**src/rtl/sdram_wr_buf_pkg.sv**
```systemverilog
// Shared constants and FSM encodings for the SDRAM write-side staging buffer.
package sdram_wr_buf_pkg;

    localparam int DEF_DATA_W    = 8;
    localparam int DEF_DEPTH     = 16;
    localparam int DEF_BURST_LEN = 4;

    typedef enum logic [1:0] {
        ST_IDLE  = 2'd0,
        ST_ARMED = 2'd1,
        ST_BURST = 2'd2
    } state_t;

endpackage

```
**src/rtl/sdram_wr_buf_ram.sv**
```systemverilog
// Simple dual-port RAM: synchronous write, registered read with enable.
module sdram_wr_buf_ram #(
    parameter int DATA_W = 8,
    parameter int DEPTH  = 16,
    parameter int AW     = $clog2(DEPTH)
) (
    input  logic              sysclk_100M,
    input  logic              rst,
    input  logic              wr_en,
    input  logic [AW-1:0]     wr_addr,
    input  logic [DATA_W-1:0] wr_data,
    input  logic              rd_en,
    input  logic [AW-1:0]     rd_addr,
    output logic [DATA_W-1:0] rd_data
);

    logic [DATA_W-1:0] mem [DEPTH];
    logic [DATA_W-1:0] rd_data_reg;

    always_ff @(posedge sysclk_100M) begin
        if (wr_en)
            mem[wr_addr] <= wr_data;
    end

    // Output register holds its value between reads; only it is reset, not the array.
    always_ff @(posedge sysclk_100M) begin
        if (rst)
            rd_data_reg <= '0;
        else if (rd_en)
            rd_data_reg <= mem[rd_addr];
    end

    assign rd_data = rd_data_reg;

endmodule

```
**src/rtl/sdram_wr_buf.sv**
```systemverilog
// Byte staging buffer that raises write_trig once a full SDRAM burst is queued.
module sdram_wr_buf
    import sdram_wr_buf_pkg::*;
#(
    parameter int DATA_W    = DEF_DATA_W,
    parameter int DEPTH     = DEF_DEPTH,
    parameter int BURST_LEN = DEF_BURST_LEN
) (
    input  logic                       sysclk_100M,
    input  logic                       rst,
    input  logic                       in_vld,
    input  logic [DATA_W-1:0]          in_data,
    output logic                       in_rdy,
    output logic                       write_trig,
    input  logic                       data_vld,
    output logic [DATA_W-1:0]          w_dq,
    output logic [$clog2(DEPTH):0]     count,
    output logic                       ovf,
    output logic                       udf
);

    localparam int AW = $clog2(DEPTH);
    localparam int CW = AW + 1;
    localparam int PW = $clog2(BURST_LEN) + 1;

    logic [AW-1:0] wr_ptr_reg;
    logic [AW-1:0] rd_ptr_reg;
    logic [CW-1:0] count_reg;
    logic          ovf_reg;
    logic          udf_reg;
    state_t        state_reg;
    logic [PW-1:0] pop_cnt_reg;
    logic          write_trig_reg;

    logic          push_ok;
    logic          pop_ok;

    assign in_rdy  = (count_reg != CW'(DEPTH));
    assign push_ok = in_vld && in_rdy && !rst;
    assign pop_ok  = data_vld && (count_reg != '0) && !rst;

    sdram_wr_buf_ram #(
        .DATA_W (DATA_W),
        .DEPTH  (DEPTH),
        .AW     (AW)
    ) u_ram (
        .sysclk_100M (sysclk_100M),
        .rst         (rst),
        .wr_en       (push_ok),
        .wr_addr     (wr_ptr_reg),
        .wr_data     (in_data),
        .rd_en       (pop_ok),
        .rd_addr     (rd_ptr_reg),
        .rd_data     (w_dq)
    );

    always_ff @(posedge sysclk_100M) begin
        if (rst) begin
            wr_ptr_reg <= '0;
            rd_ptr_reg <= '0;
            count_reg  <= '0;
            ovf_reg    <= 1'b0;
            udf_reg    <= 1'b0;
        end else begin
            if (push_ok)
                wr_ptr_reg <= wr_ptr_reg + AW'(1);
            if (pop_ok)
                rd_ptr_reg <= rd_ptr_reg + AW'(1);
            case ({push_ok, pop_ok})
                2'b10:   count_reg <= count_reg + CW'(1);
                2'b01:   count_reg <= count_reg - CW'(1);
                default: count_reg <= count_reg;
            endcase
            if (in_vld && !in_rdy)
                ovf_reg <= 1'b1;
            if (data_vld && (count_reg == '0))
                udf_reg <= 1'b1;
        end
    end

    // Burst FSM; IDLE always lasts at least one cycle so write_trig drops between bursts.
    always_ff @(posedge sysclk_100M) begin
        if (rst) begin
            state_reg      <= ST_IDLE;
            pop_cnt_reg    <= '0;
            write_trig_reg <= 1'b0;
        end else begin
            case (state_reg)
                ST_IDLE: begin
                    pop_cnt_reg <= '0;
                    if (count_reg >= CW'(BURST_LEN)) begin
                        state_reg      <= ST_ARMED;
                        write_trig_reg <= 1'b1;
                    end else begin
                        write_trig_reg <= 1'b0;
                    end
                end
                ST_ARMED, ST_BURST: begin
                    if (pop_ok) begin
                        write_trig_reg <= 1'b0;
                        if (pop_cnt_reg + PW'(1) == PW'(BURST_LEN)) begin
                            state_reg   <= ST_IDLE;
                            pop_cnt_reg <= '0;
                        end else begin
                            state_reg   <= ST_BURST;
                            pop_cnt_reg <= pop_cnt_reg + PW'(1);
                        end
                    end
                end
                default: begin
                    state_reg      <= ST_IDLE;
                    pop_cnt_reg    <= '0;
                    write_trig_reg <= 1'b0;
                end
            endcase
        end
    end

    assign write_trig = write_trig_reg;
    assign count      = count_reg;
    assign ovf        = ovf_reg;
    assign udf        = udf_reg;

endmodule

```
**config.mk**
```make
export PLATFORM = sky130hd
export DESIGN_NAME = sdram_wr_buf
export DESIGN_NICKNAME = d
export VERILOG_FILES = /design/src/rtl/sdram_wr_buf_pkg.sv /design/src/rtl/sdram_wr_buf_ram.sv /design/src/rtl/sdram_wr_buf.sv
export SDC_FILE = /design/constraint.sdc
export NUM_CORES = 1
export LEC_CHECK = 0
export ABC_AREA = 0
export BUFFER_PORTS_ARGS = -buffer_cell sky130_fd_sc_hd__buf_2
export CAP_MARGIN = 20
export CORE_ASPECT_RATIO = 0.5
export CORE_MARGIN = 2
export CORE_UTILIZATION = 65
export DETAILED_ROUTE_END_ITERATION = 8
export HOLD_SLACK_MARGIN = 0.05
export PLACE_DENSITY = 0.84
export SLEW_MARGIN = 10
export SYNTH_ARGS = -nofsm -noshare
export SYNTH_HDL_FRONTEND = slang
export SYNTH_SLANG_ARGS = --single-unit
```
**constraint.sdc**
```tcl
create_clock -name sysclk_100M -period 7.2 [get_ports sysclk_100M]
set_clock_uncertainty 0.2 [all_clocks]
set_input_delay 0.36 -clock sysclk_100M [delete_from_list [all_inputs] [get_ports sysclk_100M]]
set_output_delay 0.36 -clock sysclk_100M [all_outputs]
set_load 0.02 [all_outputs]
```
# Word level (Yosys, flattened, before mapping)
# Memories as Yosys holds them, arrays and structs flattened. A register that Yosys moved wholly into a read port is not among the register bits.
# Cells that the tools add are included.
# word_totals
wordCells	50
ram_bits	128
mem_count	1
inputBits	12
regBits	21
# classes
muxes	11
n_bitwise	1
order_cmp	1
n_addsub	5
reduce_logical	15
eq_ne	8
# mem_list
memory	words	width	rd	rd_clocked_by_memory_dff	wr	line_no	source
u_ram.mem	16	8	1	1	1	sdram_wr_buf_ram.sv:17	logic [DATA_W-1:0] mem [DEPTH];
# ops
cell	count
$pmux 5 s2	1
$add 4x1->4 const B	2
$logic_and 1x1->1	6
$mux 2	3
$add 5x1->5 const B	1
$ge 5x3->1 const B	1
$logic_not 5->1	1
$ne 5x5->1 const B	1
$reduce_bool 5->1	1
$sub 5x1->5 const B	1
$eq 2x1->1 const B	2
$eq 2x2->1 const B	2
$mux 1	4
$ne 2x2->1 const B	2
$pmux 2 s2	1
$reduce_or 2->1	2
$add 3x1->3 const B	1
$eq 3x3->1 const B	1
$mux 3	1
$logic_not 1->1	2
$logic_not 2->1	1
$pmux 1 s2	1
$reduce_and 2->1	1
$reduce_bool 2->1	1
$not 1->1	1

# Logic depth before layout (Yosys ltp)
# depth
word_depth	5
mapped_depth	13
depth_no_buf	10

# By module
# From an unflattened synthesis, not the netlist that was laid out.
# unflattened
hier_cells	434
area_unflattened_um2	6444.9
# by_module_without_submodules
module	cells_per_inst	area_each_um2	seq_area_each_um2	instances
sdram_wr_buf_ram	316	5343.9	4003.8	1
sdram_wr_buf	118	1101.1	420.4	1

# Least setup slack after synthesis
# Ideal clock, no wire load.
# synth_path
path_type	register to register
startpoint	register count_reg[1], in the netlist count[1]
endpoint	register count_reg[4], in the netlist count[4]
setup_slack_ns	3.935
arrival_ns	2.944
required_time_ns	6.879
path_stages_with_launch	14
n_path_buf	3
path_cell_list	dfxtp_1 > buf_6 > or4_4 > o21ai_4 > buf_6 > nor2_1 > ha_1 > clkbuf_1 > xor2_1 > ha_1 > a21oi_1 > a32oi_1 > a31oi_1 > mux2_2
# synth_between
elab_chain_len	5
elab_cells_between_ends	12
# synth_rtl
item	line_no	source
from (decl)	sdram_wr_buf.sv:28	logic [CW-1:0] count_reg;
from (signal assigned)	sdram_wr_buf.sv:70	2'b10: count_reg <= count_reg + CW'(1);
from (signal assigned)	sdram_wr_buf.sv:71	2'b01: count_reg <= count_reg - CW'(1);
from (signal assigned)	sdram_wr_buf.sv:72	default: count_reg <= count_reg;
$reduce_bool 5->1 (*)	sdram_wr_buf.sv:40	assign pop_ok = data_vld && (count_reg != '0) && !rst;
$logic_and 1x1->1 (*) (2 in series)	sdram_wr_buf.sv:40	
via pop_ok	sdram_wr_buf.sv:36	logic pop_ok;
$eq 2x1->1 / $eq 2x2->1 (equally long branches)	sdram_wr_buf.sv:69	case ({push_ok, pop_ok})
$pmux 5 s2 / $reduce_bool 2->1 (equally long branches)	-	
# The timed path passes the listed nets; every way through them passes the cells marked *.
# A chain may end at the register's enable or synchronous reset.

# Worst setup path after layout
# layout_path
startpoint	register count_reg[0], in the netlist count[0]
endpoint	register count_reg[4], in the netlist count[4]
# Same word-level chain as after synthesis.

==> flow_metrics.py <==
metrics = {
    "status": {
        "status": "finished, final reports clean",
    },
    "sta": {
        "maxSlewHeadroom_pct": 34.5,
        "finalHoldViolations": 0,
        "fmax_mhz": 291,
        "rsz0062_at_grt": "false",
        "drv_slew": 0,
        "period_share_pct": 47.7,
        "min_period_ns": 3.44,
        "setup_viol": 0,
        "worstMarginPinSlew_ns": 0.981,
        "tns_ns": 0,
    },
    "drt": {
        "vias": 3858,
        "antenna_left": 0,
        "postRouteWirelength_um": 13400,
        "drt_first_pass_iters": 6,
        "vias_per_cell": 6.44,
        "drc_errors": 0,
        "drtIter0Drc": 431,
        "post_drt_wl_per_cell_um": 22.4,
    },
    "critical_path": {
        "cp-end-kind": "flip-flop",
        "cp_common_cell": "ha_1",
        "path_cells": "or4_4, o21ai_4, nor2_1, ha_1, xor2_1, ha_1, a21oi_1, a32oi_1, a31oi_1, mux2_2",
        "critPathMaxFanout": 14,
        "cp.required_ns": 7.31,
        "arrival_ns": 3.55,
        "slowest_stage": "or4_4",
        "crit_type": "reg2reg",
        "critPathMaxStageDelay_ns": 0.62,
        "start_kind": "flip-flop",
    },
    "synth": {
        "syn-num-nets": 445,
        "synth_edf_count": 128,
        "synth-main-ff-cell": "edfxtp_1",
        "postSynthAreaPerCell_um2": 15.3,
        "syn_area_um2": 6440,
        "yosys_warnings": 0,
        "postSynthCellCount": 421,
        "synth_cell_types": 48,
        "ys_seq_area_share_pct": 68.7,
        "synth.ff_latch_count": 157,
        "async_reset_ff_share_pct": 0,
    },
    "grt": {
        "globalRoute.totalOverflow": 0,
        "grt.total_usage_pct": 26.8,
        "antenna_found_initial": 0,
        "grt_max_degree": 57,
        "grt_pass1_vias": 3873,
        "grt_pass1_wl_um": 20500,
    },
    "floorplan": {
        "core_um2": 9540,
        "die_h_um": 74.4,
        "io_pins": 29,
        "rows": 25,
        "die_w_um": 145,
        "initial_core_util_pct": 67.5,
        "die_area_um2": 10800,
    },
    "power_and_ir_drop": {
        "combPwrFrac_pct": 8.9,
        "ir_drop_v": 0.000202,
        "clkPwrFrac_pct": 41.4,
        "p_leak_nw": 2.37,
        "power.internal_mw": 1.58,
        "p_per_area_nw_per_um2": 287,
        "power_frac_seq_pct": 49.7,
        "p_sw_share_pct": 23.7,
        "power.switching_mw": 0.493,
    },
    "place": {
        "place_hpwl_um": 8230,
        "place_congestion": 0.879,
        "placed_cells": 566,
        "port_buffers": 28,
    },
    "clocking": {
        "cts.reportedPaths.clkPinSlew_ns": 0.06,
        "numCtsBuffers": 17,
        "clockBufferDepth": 2,
        "postCtsSetupBuffers": 0,
        "cts-htree-levels": 4,
        "clockRootBuffer": "clkbuf_16",
        "cts_tree": "done",
        "clk_latency_ns": 0.42,
        "clock_sinks": 157,
    },
    "layout": {
        "fin_nets": 475,
        "diodes": 0,
        "drive_gt1_share_pct": 17.0,
        "utilization_pct": 75.8,
        "mostFrequentLayoutCells": "edfxtp_1, mux2i_1, nor2_1, buf_2, dfxtp_1",
        "layout.cells.most_common": "edfxtp_1",
        "fin_cells": 599,
        "largest_register_ffs": 128,
        "area_growth_pct": 12.2,
    },
    "hold_path": {
        "hold_class": "in2reg",
    },
    "flow_run": {
        "maxCapViolations": 0,
    },
}
## area by class of cell
type | instances | area, um^2
Multi-Input combinational cell | 228 | 1840
Sequential cell | 157 | 4430
Inverter | 12 | 45.0
Clock inverter | 11 | 119
Timing Repair Buffer | 35 | 193
Clock buffer | 21 | 440
Tap cell | 135 | 169
Fill cell | 547 | 2310
## final timing paths
kind                                from        to  slack [ns]  cells after the start
worst max-delay path            count[0]  count[4]        3.76                     10
worst min-delay path            data_vld       udf        0.08                      3
worst max register to register  count[0]  count[4]        3.76                     10
worst min register to register       udf       udf        0.27                      2
## critical path: cells and delay by family (launching register included)
| family | cells | cell delay, ns |
|---|---|---|
| mux | 1 | 0.35 |
| compound gates | 4 | 0.92 |
| simple gates | 2 | 0.73 |
| fa+ha+maj | 2 | 0.52 |
| xor+xnor | 1 | 0.19 |
| flops | 1 | 0.41 |
## power by group through the flow
stage / logic [mW] / registers [mW] / clock network (mW)
5_1_grt: 0.198 / 1.03 / 0.893
3_3_place_gp: 0.169 / 1.05 / 0
4_1_cts: 0.182 / 1.03 / 0.859
6_report: 0.185 / 1.03 / 0.858
2_1_floorplan: 0.124 / 1.05 / 0
3_5_place_dp: 0.178 / 1.05 / 0
## what timing repair did
item,4_1_cts,5_1_grt
hold buffers,1,0
setup endpoints to repair,0,0
endpoints found under the hold margin,1,0
gates resized for setup,0,0
## cell families (layout without fill, tap and decap cells)
kind of cell	Yosys count	after routing	synth area share [%]
xor+xnor	10	10	1.36
compound gates	77	77	8.04
simple gates	71	71	5.59
buf+inv	36	79	2.78
mux	58	58	11.2
flops	157	157	68.7
fa+ha+maj	12	12	2.33
## cell usage after synthesis (3+ instances only)
master / number / area [um^2]
edfxtp_1: 128 / 3840
mux2i_1: 46 / 460
dfxtp_1: 29 / 581
nor2_1: 29 / 109
o22ai_1: 23 / 144
a21oi_1: 16 / 80.1
nand2_1: 13 / 48.8
ha_1: 12 / 150
inv_1: 12 / 45.0
buf_2: 9 / 45.0
o21ai_0: 9 / 45.0
clkbuf_1: 8 / 30.0
nor3_1: 7 / 35.0
a2111oi_0: 6 / 52.6
mux4_2: 6 / 135
xor2_1: 6 / 52.6
a22oi_1: 4 / 30.0
a31oi_1: 4 / 25.0
mux4_1: 4 / 105
xnor2_1: 4 / 35.0
buf_1: 3 / 11.3
buf_6: 3 / 33.8
nand3_1: 3 / 15.0
nand3b_1: 3 / 22.5
nor2b_1: 3 / 18.8
or3_1: 3 / 18.8
## per-layer routing
layer	track usage [%]	part of all wire (%)	vias to the layer above
li1	-	-	1694
met1	36.1	43	1942
met2	42.8	48	200
met3	7.79	6.9	22
met4	10.0	1.8	0
met5	0	0	-
## metrics by stage
| stage | setup slack, ns | area [um^2] | total power, mW | hold slack (ns) |
|---|---|---|---|---|
| after floorplan | 3.94 | 6440 | 1.17 | 0.240 |
| after global placement | 3.96 | 6660 | 1.22 | 0.250 |
| after detailed placement | 3.81 | 6660 | 1.23 | 0.260 |
| after CTS | 3.79 | 7230 | 2.07 | 0.0745 |
| after global routing | 3.57 | 7230 | 2.12 | 0.108 |
| final | 3.76 | 7230 | 2.07 | 0.0821 |
No activity file was read; power rests on OpenSTA's default activity.
